### src/rtl/fc_argmax_pkg.sv
// Shared constants and the state encoding for the FC-layer argmax block.
// Used by fc_argmax; no configuration macros here.
package fc_pkg;

   localparam int FC_SCORE_W   = 38;
   localparam int FC_NUM_CLASS = 10;
   localparam int FC_IDX_W     = 4;

   typedef enum logic [1:0] {
      IDLE,
      SCAN,
      HOLD,
      REARM
   } fc_state_e;

endpackage

### src/rtl/fc_argmax.sv
// Sequential argmax over the FC neuron outputs. It captures all scores once every neuron is done,
// then scans them with one signed comparator. Optional macro FC_ARGMAX_SCORE_OUT_EN exposes max_score.
module fc_argmax
   import fc_pkg::*;
#(
   parameter int NUM_CLASS = FC_NUM_CLASS,
   parameter int SCORE_W   = FC_SCORE_W
) (
   input  logic                                clk,
   input  logic                                rst,
   input  logic [NUM_CLASS-1:0][SCORE_W-1:0]   fc_out,
   input  logic [NUM_CLASS-1:0]                fc_done,
   input  logic                                result_ready,
   output logic                                result_valid,
   output logic [FC_IDX_W-1:0]                 class_idx
`ifdef FC_ARGMAX_SCORE_OUT_EN
   ,
   output logic signed [SCORE_W-1:0]           max_score
`endif
);

   localparam logic [FC_IDX_W-1:0] LAST_IDX = FC_IDX_W'(NUM_CLASS - 1);

   fc_state_e                  state_q;
   logic signed [SCORE_W-1:0]  score_q [NUM_CLASS];
   logic signed [SCORE_W-1:0]  best_q, best_d;
   logic [FC_IDX_W-1:0]        best_idx_q, best_idx_d;
   logic [FC_IDX_W-1:0]        idx_q;
   logic                       valid_q;
   logic [FC_IDX_W-1:0]        class_idx_q;
`ifdef FC_ARGMAX_SCORE_OUT_EN
   logic signed [SCORE_W-1:0]  max_score_q;
`endif

   // The single comparator. Both operands are declared signed, so ">" is a signed compare.
   // Strictly greater keeps the earlier index on ties.
   always_comb begin
      best_d     = best_q;
      best_idx_d = best_idx_q;
      if (score_q[idx_q] > best_q) begin
         best_d     = score_q[idx_q];
         best_idx_d = idx_q;
      end
   end

   // NOTE: all state here is updated with non-blocking assignments. Every register then sees the
   // values from before the edge, whatever order the statements are written in.
   always_ff @(posedge clk or posedge rst) begin
      if (rst) begin
         state_q     <= IDLE;
         valid_q     <= 1'b0;
         class_idx_q <= '0;
         idx_q       <= '0;
         best_q      <= '0;
         best_idx_q  <= '0;
`ifdef FC_ARGMAX_SCORE_OUT_EN
         max_score_q <= '0;
`endif
         // NOTE: the score array is a set of flops, not a RAM. It must read as zero after reset,
         // so it is cleared here along with the other registers.
         for (int i = 0; i < NUM_CLASS; i++) begin
            score_q[i] <= '0;
         end
      end else begin
         case (state_q)
            IDLE: begin
               if (&fc_done) begin
                  for (int i = 0; i < NUM_CLASS; i++) begin
                     score_q[i] <= fc_out[i];
                  end
                  best_q     <= fc_out[0];
                  best_idx_q <= '0;
                  idx_q      <= FC_IDX_W'(1);
                  state_q    <= SCAN;
               end
            end
            SCAN: begin
               best_q     <= best_d;
               best_idx_q <= best_idx_d;
               idx_q      <= idx_q + FC_IDX_W'(1);
               if (idx_q == LAST_IDX) begin
                  state_q     <= HOLD;
                  valid_q     <= 1'b1;
                  class_idx_q <= best_idx_d;
`ifdef FC_ARGMAX_SCORE_OUT_EN
                  max_score_q <= best_d;
`endif
               end
            end
            HOLD: begin
               if (result_ready) begin
                  valid_q <= 1'b0;
                  state_q <= REARM;
               end
            end
            REARM: begin
               // Wait for every done flag to drop, so the same inference cannot be captured twice.
               if (~|fc_done) begin
                  state_q <= IDLE;
               end
            end
            default: state_q <= IDLE;
         endcase
      end
   end

   assign result_valid = valid_q;
   assign class_idx    = class_idx_q;
`ifdef FC_ARGMAX_SCORE_OUT_EN
   assign max_score    = max_score_q;
`endif

endmodule

### config.mk
export PLATFORM = sky130hd
export DESIGN_NAME = fc_argmax
export DESIGN_NICKNAME = d
export VERILOG_FILES = /design/src/rtl/fc_argmax_pkg.sv /design/src/rtl/fc_argmax.sv
export SDC_FILE = /design/constraint.sdc
export NUM_CORES = 1
export LEC_CHECK = 0
export CAP_MARGIN = 20
export CORE_MARGIN = 4
export CORE_UTILIZATION = 54
export DETAILED_ROUTE_END_ITERATION = 16
export PLACE_DENSITY = 0.83
export SLEW_MARGIN = 20
export SYNTH_ARGS = -nofsm -noshare
export SYNTH_HDL_FRONTEND = slang
export SYNTH_SLANG_ARGS = --single-unit
### constraint.sdc
create_clock -name clk -period 27.1 [get_ports clk]
set_input_delay 2.71 -clock clk [delete_from_list [all_inputs] [get_ports clk]]
set_output_delay 2.71 -clock clk [all_outputs]
set_load 0.1 [all_outputs]
==> results_dict.tcl, run 1 <==
set metrics [dict create \
    hpwl_microns 36600 \
    hold_violations 0 \
    syn_avg_cell_area_sq_um 14.3 \
    holdWs_ns 0.501 \
    synth-edff-count 0 \
    ios 398 \
    grt_use_met1_pct 33.9 \
    die_h_microns 203 \
    min_delay_path_depth 1 \
    arrival_ns 7.57 \
    use_met2_pct 43.5 \
    setup_slack_ns 19.99 \
    hold_path.class "reg2reg" \
    holdPathEnd "score_q[302]$_DFFE_PP0P_" \
    final_cell_mix "dfrtp_1, mux2_2, clkdlybuf4s50_1, mux4_2, mux2i_1" \
    first_global_vias 14790 \
    powerDensity_nw_per_um2 77.7 \
    yosys.area_share.adder_pct 2.74 \
    worst_r2r_endpoint "best_q[0]$_DFFE_PP0P_" \
    antenna_found_initial 9 \
    stdcell_area_sq_um 26600 \
    core_sq_um 37600 \
    htree_levels 2 \
    num_rows 71 \
    hold_buffers 0 \
    synth_compound_area_share_pct 4.46 \
    status "finished clean" \
    grt_pass1_wl_microns 82800 \
    pre_cts_ws_ns 19.45 \
    ys_ff_latch 433 \
    crit_type "in2reg" \
    numCtsBuffers 46 \
    setup_viol 0 \
    antenna_left 0 \
    drc 0 \
    path_max_fanout 82 \
    cap_violations 0 \
    fin_crit_sh_pct 26.2 \
    slew_viol_final 0 \
    grt_max_degree 189 \
    syn_nets 1875 \
    syn-cell-area_sq_um 20600 \
    grt_setup_unrepaired "no" \
    hold_start "score_q[302]$_DFFE_PP0P_" \
    die_w_microns 203 \
    r2r-start "idx_q[0]$_DFFE_PP0P_" \
    clkTransAtPathRegs_ns 0.06 \
    port_buffers 397 \
    clockBufferDepth 3 \
    avgViaCountPerCell 5.74 \
    synth_cell_types 41 \
    startpoint_type "primary input" \
    routabilityCongestion 0.809 \
    synth_xor_area_share_pct 0 \
    clk_latency_ns 0.58 \
    first_pass_iters 5 \
    cts.sinks 433 \
    synth_flop_cell "dfrtp_1" \
    tns_ns 0 \
    post_cts_buffers 0 \
    areaGrowthSynthToFinish_pct 29.3 \
    cts_resized 0 \
    nets 2242 \
    fin_util_pct 70.8 \
    fin_crit_ns 7.11 \
    dr_total_vias 13513 \
    synth_mux_area_share_pct 35.0 \
    setup.worst_path.end_class "register" \
    cts_tree "built" \
    synth_cells 1437 \
    cp.required_ns 27.56 \
    final_common_cell "dfrtp_1" \
    synth_top_family_by_area "multiplexers" \
    synthArstFlopShare_pct 100 \
    synth_seq_area_share_pct 52.7 \
    worst_slew_pin_slew_ns 1.04 \
    met3_usage_pct 4.60 \
    relSlewSlack_pct 30.8 \
    yosysWarnings 0 \
    grt_use_total_pct 25.5 \
    ff2ff_path_depth 14 \
    cts_root_buf "clkbuf_16" \
    ir_worst_vdd_mv 0.0553 \
    p_leak_nw 12.4 \
    drtIter0Drc 863 \
    wl_microns 52900 \
    grt_overflow 0 \
    synthSimpleGateAreaFrac_pct 2.20 \
    rrSetupSlack_ns 20.60 \
    fmax_ghz 0.141 \
    start_util_pct 54.7 \
    clock_skew_ns 0.0243 \
    busiest_layer "met2" \
    place_area_sq_um 25000 \
    drive_gt1_share_pct 32.4 \
    dieArea_sq_um 41300 \
    wl_per_cell_microns 22.5 \
]
## cells in the mapped netlist, types with 2 or more instances
library cell | number | share of area (%)
a21oi_1 | 61 | 1.5
nand3_1 | 8 | 0.19
a211oi_1 | 2 | 0.073
nand2_1 | 60 | 1.1
dfrtp_1 | 433 | 53
a221oi_1 | 37 | 1.6
o22ai_1 | 2 | 0.061
nand4_1 | 7 | 0.21
nand2b_1 | 2 | 0.061
a31oi_1 | 3 | 0.091
mux2_2 | 419 | 23
nor2_1 | 14 | 0.26
a21o_1 | 6 | 0.22
buf_6 | 3 | 0.16
ha_1 | 45 | 2.7
buf_2 | 23 | 0.56
o21a_1 | 2 | 0.073
mux4_2 | 76 | 8.3
nor3_1 | 4 | 0.097
clkbuf_1 | 68 | 1.2
inv_1 | 53 | 0.97
mux2i_1 | 75 | 3.7
o21ai_0 | 8 | 0.19
nor4_1 | 3 | 0.091
a221o_1 | 5 | 0.24
and3_1 | 3 | 0.091
## power by group
group          switching, mW  internal (mW)  leakage (nW)  total, mW
clock network          0.260          0.399         0.774      0.659
logic                  0.372          0.284          5.69      0.656
registers             0.0501          0.701          5.94      0.751
total                  0.681           1.38          12.4       2.07
## per-layer routing
metal | up-vias | wire length [microns]
li1 | 6057 | -
met1 | 7022 | 22000
met2 | 359 | 26700
met4 | 4 | 1270
met3 | 71 | 2780
met5 | - | 22
## how the worst max path moves through the flow
stage                           from                   endpoint  slack (ns)
after global placement    fc_done[2]   score_q[370]$_DFFE_PP0P_       19.53
after floorplan                  rst  best_idx_q[0]$_DFFE_PP0P_       12.33
after global routing      fc_done[2]   score_q[331]$_DFFE_PP0P_       19.75
after detailed placement  fc_done[2]   score_q[103]$_DFFE_PP0P_       19.45
final                     fc_done[2]   score_q[331]$_DFFE_PP0P_       19.99
after CTS                 fc_done[2]   score_q[180]$_DFFE_PP0P_       20.05
## through the flow
step           cells  power (mW)
2_1_floorplan   1437        1.21
3_3_place_gp    2266        1.40
3_5_place_dp    2266        1.42
4_1_cts         2345        2.08
5_1_grt         2353        2.17
6_report        2353        2.07
## critical path, cell delays in order
cell and delay, ns:
clkdlybuf4s50_1 0.50, nand4_1 0.13, nor3_2 0.20, buf_4 0.72, buf_4 0.87, buf_4 0.91, buf_4 0.93, mux2_2 0.43
## sequential cells by signal, indices dropped and copies added, names as in the netlist
signal,flops
idx_q,4
result_valid,1
best_idx_q,4
class_idx,4
state_q,2
best_q,38
score_q,380
## final cells by class
cell class | instances | area (sq um)
multi-input combinational | 856 | 9160
antenna | 7 | 17.5
clock buffer | 64 | 1370
tap | 511 | 639
fill | 2531 | 11000
inverter | 53 | 206
clock inverter | 15 | 208
sequential | 433 | 10800
timing repair buffer | 414 | 4130
## cell families after synthesis
logic type | count (synthesis)
and+or+nand+nor | 104
DFF | 433
buffers and inverters | 148
adders and majority gates | 45
AOI/OAI and AO/OA | 136
muxes | 571
No activity file was read; power rests on OpenSTA's default activity.
==> inputs of run 2 (changes only) <==
--- a/config.mk
+++ b/config.mk
@@ -7,9 +7,9 @@
 export LEC_CHECK = 0
 export CAP_MARGIN = 20
 export CORE_MARGIN = 4
-export CORE_UTILIZATION = 54
+export CORE_UTILIZATION = 47
 export DETAILED_ROUTE_END_ITERATION = 16
-export PLACE_DENSITY = 0.83
+export PLACE_DENSITY = 0.76
 export SLEW_MARGIN = 20
 export SYNTH_ARGS = -nofsm -noshare
 export SYNTH_HDL_FRONTEND = slang
==> constraint.sdc (replaced) <==
create_clock -name clk -period 5.7 [get_ports clk]
set_input_delay 0.57 -clock clk [delete_from_list [all_inputs] [get_ports clk]]
set_output_delay 0.57 -clock clk [all_outputs]
set_load 0.1 [all_outputs]
==> results_dict.tcl, run 2 (synthesis gave the netlist of run 1 again) <==
set metrics [dict create \
    crit_type "reg2reg" \
    dr.max_layer_used "met5" \
    setup_slack_ns 0.801 \
    cts_root_buf "clkbuf_16" \
    htree_levels 2 \
    path_max_fanout 38 \
    core_sq_um 43200 \
    num_rows 76 \
    setup_viol 0 \
    die_w_microns 217 \
    grt_pass1_wl_microns 82800 \
    met3_length_microns 2600 \
    hold_violations 0 \
    antenna_left 0 \
    power.total_mw 9.83 \
    wl_microns 53100 \
    holdWs_ns 0.308 \
    hold_path.class "in2async" \
    drtIter0Drc 799 \
    routabilityCongestion 0.846 \
    numCtsBuffers 47 \
    fin_crit_ns 4.90 \
    final_common_cell "dfrtp_1" \
    cts.sinks 433 \
    worst_slew_pin_slew_ns 1.24 \
    antenna_found_initial 10 \
    startpoint "idx_q[0]$_DFFE_PP0P_" \
    grt_setup_unrepaired "no" \
    first_pass_iters 5 \
    arrival_ns 5.35 \
    fin_crit_sh_pct 85.9 \
    relSlewSlack_pct 17.2 \
    ios 398 \
    regMostFlops "score_q" \
    largest_register_ffs 380 \
    fmax_ghz 0.204 \
    die_h_microns 217 \
    cp.required_ns 6.15 \
    nets 2246 \
    avgViaCountPerCell 5.48 \
    cts_resized 0 \
    drive_gt1_share_pct 32.6 \
    drc 0 \
    cap_violations 0 \
    post_cts_buffers 0 \
    clock_skew_ns 0.0180 \
    hold_buffers 0 \
    place_inst 2344 \
    hpwl_microns 37600 \
    status "finished clean" \
    grt_use_total_pct 22.3 \
    startpoint_type "register" \
    port_buffers 397 \
    setup.worst_path.end_class "register" \
    wl_met1_microns 22400 \
    grt_overflow 0 \
    r2r-start "idx_q[0]$_DFFE_PP0P_" \
    largestRegisters "score_q (380), best_q (38)" \
    wl_per_cell_microns 21.8 \
    tns_ns 0 \
    final_cells 2438 \
    areaGrowthSynthToFinish_pct 30.3 \
    dieArea_sq_um 47200 \
    clk_latency_ns 0.57 \
    pre_cts_ws_ns 0.728 \
    clockBufferDepth 3 \
    clkTransAtPathRegs_ns 0.06 \
    ir_worst_vdd_mv 0.446 \
    cts_tree "built" \
    start_util_pct 47.6 \
    first_global_vias 14677 \
    route.met2.wl_microns 26800 \
    grt_max_degree 192 \
    final_cell_mix "dfrtp_1, mux2_2, clkdlybuf4s50_1, mux4_2, mux2i_1" \
    powerDensity_nw_per_um2 367 \
    slew_viol_final 0 \
    p_leak_nw 12.5 \
    dr_total_vias 13368 \
]
-- run 2: cell count changes in the layout (fill, tap and decap cells not counted), sizes merged --
cell,previous run,this run
clkbuf,64,69
clkinv,7,12
buf,17,20
clkinvlp,3,1
diode,7,9
bufinv,5,4
inv,53,52
-- run 2: final timing paths --
path                       slack, ns                       to  depth (start not counted)
setup / recovery                0.80    best_q[0]$_DFFE_PP0P_                         14
min in group clk                0.50  score_q[31]$_DFFE_PP0P_                          1
max in group asynchronous       3.76  score_q[46]$_DFFE_PP0P_                          4
hold reg to reg                 0.50  score_q[31]$_DFFE_PP0P_                          1
hold / removal                  0.31  score_q[85]$_DFFE_PP0P_                          2
setup reg to reg                0.80    best_q[0]$_DFFE_PP0P_                         14
-- run 2: metrics by stage --
step / instance area (sq um) / util, %
2_1_floorplan: 20600 / -
3_3_place_gp: 25200 / 58.3
3_5_place_dp: 25200 / 58.3
4_1_cts: 26800 / 62.0
5_1_grt: 26800 / 62.1
6_report: 26800 / 62.1
-- run 2: final cells by class --
| type | count | area, sq um |
|---|---|---|
| timing repair buffer | 417 | 4220 |
| antenna | 9 | 22.5 |
| clock buffer | 69 | 1420 |
| sequential | 433 | 10800 |
| clock inverter | 16 | 188 |
| fill | 3353 | 16400 |
| inverter | 53 | 204 |
| multi-input combinational | 856 | 9160 |
| tap | 585 | 732 |
-- run 2: where the power goes --
part | switching, mW | total [mW] | internal, mW
sequential | 0.309 | 3.64 | 3.33
combinational | 1.66 | 3.06 | 1.40
clock | 1.23 | 3.13 | 1.90
total | 3.20 | 9.83 | 6.64
-- run 2: routing by layer --
layer | up-vias | global-route usage, %
li1 | 6079 | -
met2 | 318 | 37.3
met3 | 74 | 4.15
met5 | - | 0
met4 | 2 | 7.21
met1 | 6895 | 29.6
-- run 2: worst max-delay path, stage by stage, from the launching register on --
cell and delay (ns):
dfrtp_4 0.78, buf_12 0.30, buf_4 0.27, mux4_2 0.52, a221oi_1 0.30, a21oi_1 0.10, ha_1 0.37, a21oi_1 0.13
nand2_1 0.08, a211oi_1 0.45, o21ai_1 0.19, a221oi_2 0.49, o31ai_4 0.14, buf_12 0.22, mux2_1 0.34
==> inputs of run 3 (changes only) <==
--- a/config.mk
+++ b/config.mk
@@ -9,7 +9,7 @@
 export CORE_MARGIN = 4
 export CORE_UTILIZATION = 47
 export DETAILED_ROUTE_END_ITERATION = 16
-export PLACE_DENSITY = 0.76
+export PLACE_DENSITY = 0.83
 export SLEW_MARGIN = 20
 export SYNTH_ARGS = -nofsm -noshare
 export SYNTH_HDL_FRONTEND = slang
==> results_dict.tcl, run 3 (synthesis gave the netlist of run 1 again) <==
set metrics [dict create \
    status "finished clean" \
    start_util_pct 47.6 \
    first_global_vias 14831 \
    final-seq-area_sq_um 10800 \
    setup.worst_path.end_class "register" \
    first_pass_iters 5 \
    fin_crit_sh_pct 81.7 \
    grt_overflow 0 \
    nets 2247 \
    largest_register_ffs 380 \
    stdcell_area_sq_um 26700 \
    holdWs_ns 0.312 \
    num_rows 76 \
    largestRegisters "score_q (380), best_q (38)" \
    hold_violations 0 \
    met3_usage_pct 3.70 \
    dieArea_sq_um 47200 \
    drc 0 \
    clkTransAtPathRegs_ns 0.06 \
    slew_viol_final 0 \
    crit_type "reg2reg" \
    clockBufferDepth 3 \
    ios 398 \
    place_area_sq_um 25200 \
    wl_per_cell_microns 22.2 \
    wl_microns 54000 \
    p_leak_nw 12.4 \
    ir_worst_vdd_mv 0.252 \
    cp.required_ns 6.14 \
    fin_util_pct 61.9 \
    die_h_microns 217 \
    routabilityCongestion 0.836 \
    clk_latency_ns 0.58 \
    nFillCells 3276 \
    htree_levels 2 \
    port_buffers 397 \
    startpoint_type "register" \
    grt_use_total_pct 22.6 \
    post_cts_buffers 0 \
    drive_gt1_share_pct 32.4 \
    antenna_found_initial 7 \
    die_w_microns 217 \
    cts_tree "built" \
    dr_total_vias 13479 \
    final_cell_mix "dfrtp_1, mux2_2, clkdlybuf4s50_1, mux4_2, mux2i_1" \
    cap_violations 0 \
    regMostFlops "score_q" \
    path_max_fanout 24 \
    hold_path.class "in2async" \
    final_common_cell "dfrtp_1" \
    powerDensity_nw_per_um2 364 \
    grt_max_degree 168 \
    grt_pass1_wl_microns 84200 \
    grt_use_met1_pct 30.1 \
    cts_root_buf "clkbuf_16" \
    hpwl_microns 38300 \
    setup_slack_ns 1.05 \
    antenna_left 0 \
    cts.sinks 433 \
    fin_crit_ns 4.65 \
    multi_input_area_sq_um 9160 \
    avgViaCountPerCell 5.54 \
    arrival_ns 5.09 \
    busiest_layer "met2" \
    fmax_ghz 0.215 \
    core_sq_um 43200 \
    hold_buffers 0 \
    clock_skew_ns 0.0210 \
    pre_cts_ws_ns 0.980 \
    grt_setup_unrepaired "no" \
    cts_resized 0 \
    drtIter0Drc 883 \
    relSlewSlack_pct 29.2 \
    use_met2_pct 38.2 \
    worst_slew_pin_slew_ns 1.06 \
    numCtsBuffers 46 \
    areaGrowthSynthToFinish_pct 29.9 \
    setup_viol 0 \
]
==> run 3: cell types whose count changed in the layout (fill, tap and decap cells not counted) <==
cell,change
diode_2,-3
clkbuf_16,-2
buf_12,+1
clkbuf_1,+4
clkinv_2,-4
bufinv_16,-2
buf_4,+1
==> run 3: critical path, cell delays in order, from the launching register on <==
cell and delay, ns:
dfrtp_1 0.44, clkinv_2 0.28, nor2_4 0.76, buf_4 0.37
a221oi_1 0.12, a21oi_1 0.23, ha_1 0.28, nand4_1 0.16
a21oi_1 0.08, a211oi_1 0.52, o21ai_1 0.20, a221oi_2 0.48
o31ai_4 0.16, buf_4 0.26, mux2i_1 0.16
==> run 3: layer usage <==
layer	up-vias	wire, microns
li1	6072	-
met1	6974	22800
met2	352	27400
met3	81	2560
met4	0	1270
met5	-	0
==> run 3: cell type report <==
cell class	instances	share of cell area, %
flip-flops and latches	433	40.6
multi-input cells	856	34.3
repair buffers	419	15.9
clock buffers	71	5.19
well taps	585	2.74
inverters	53	0.764
clock inverters	10	0.403
diodes	6	0.0562
==> run 3: through the flow <==
stage | instances | setup TNS [ns] | power, mW
finish | 2433 | 0 | 9.72
global route | 2433 | 0 | 10.2
CTS | 2426 | 0 | 9.83
detailed placement | 2345 | 0 | 6.82
global placement | 2345 | 0 | 6.72
floorplan | 1437 | -310.61 | 5.73
==> run 3: path summary, 6_finish.rpt <==
check                                          end  slack (ns)  cells after the start                     from
min in group clk           score_q[83]$_DFFE_PP0P_        0.50                      1  score_q[83]$_DFFE_PP0P_
hold reg to reg            score_q[83]$_DFFE_PP0P_        0.50                      1  score_q[83]$_DFFE_PP0P_
setup reg to reg            best_q[23]$_DFFE_PP0P_        1.05                     14     idx_q[3]$_DFFE_PP0P_
max in group asynchronous     idx_q[0]$_DFFE_PP0P_        3.77                      4                      rst
setup / recovery            best_q[23]$_DFFE_PP0P_        1.05                     14     idx_q[3]$_DFFE_PP0P_
hold / removal             score_q[86]$_DFFE_PP0P_        0.31                      2                      rst
==> run 3: power by group <==
group / total, mW / internal (mW) / switching [mW]
sequential: 3.59 / 3.33 / 0.255
clock: 2.97 / 1.76 / 1.22
combinational: 3.16 / 1.40 / 1.76
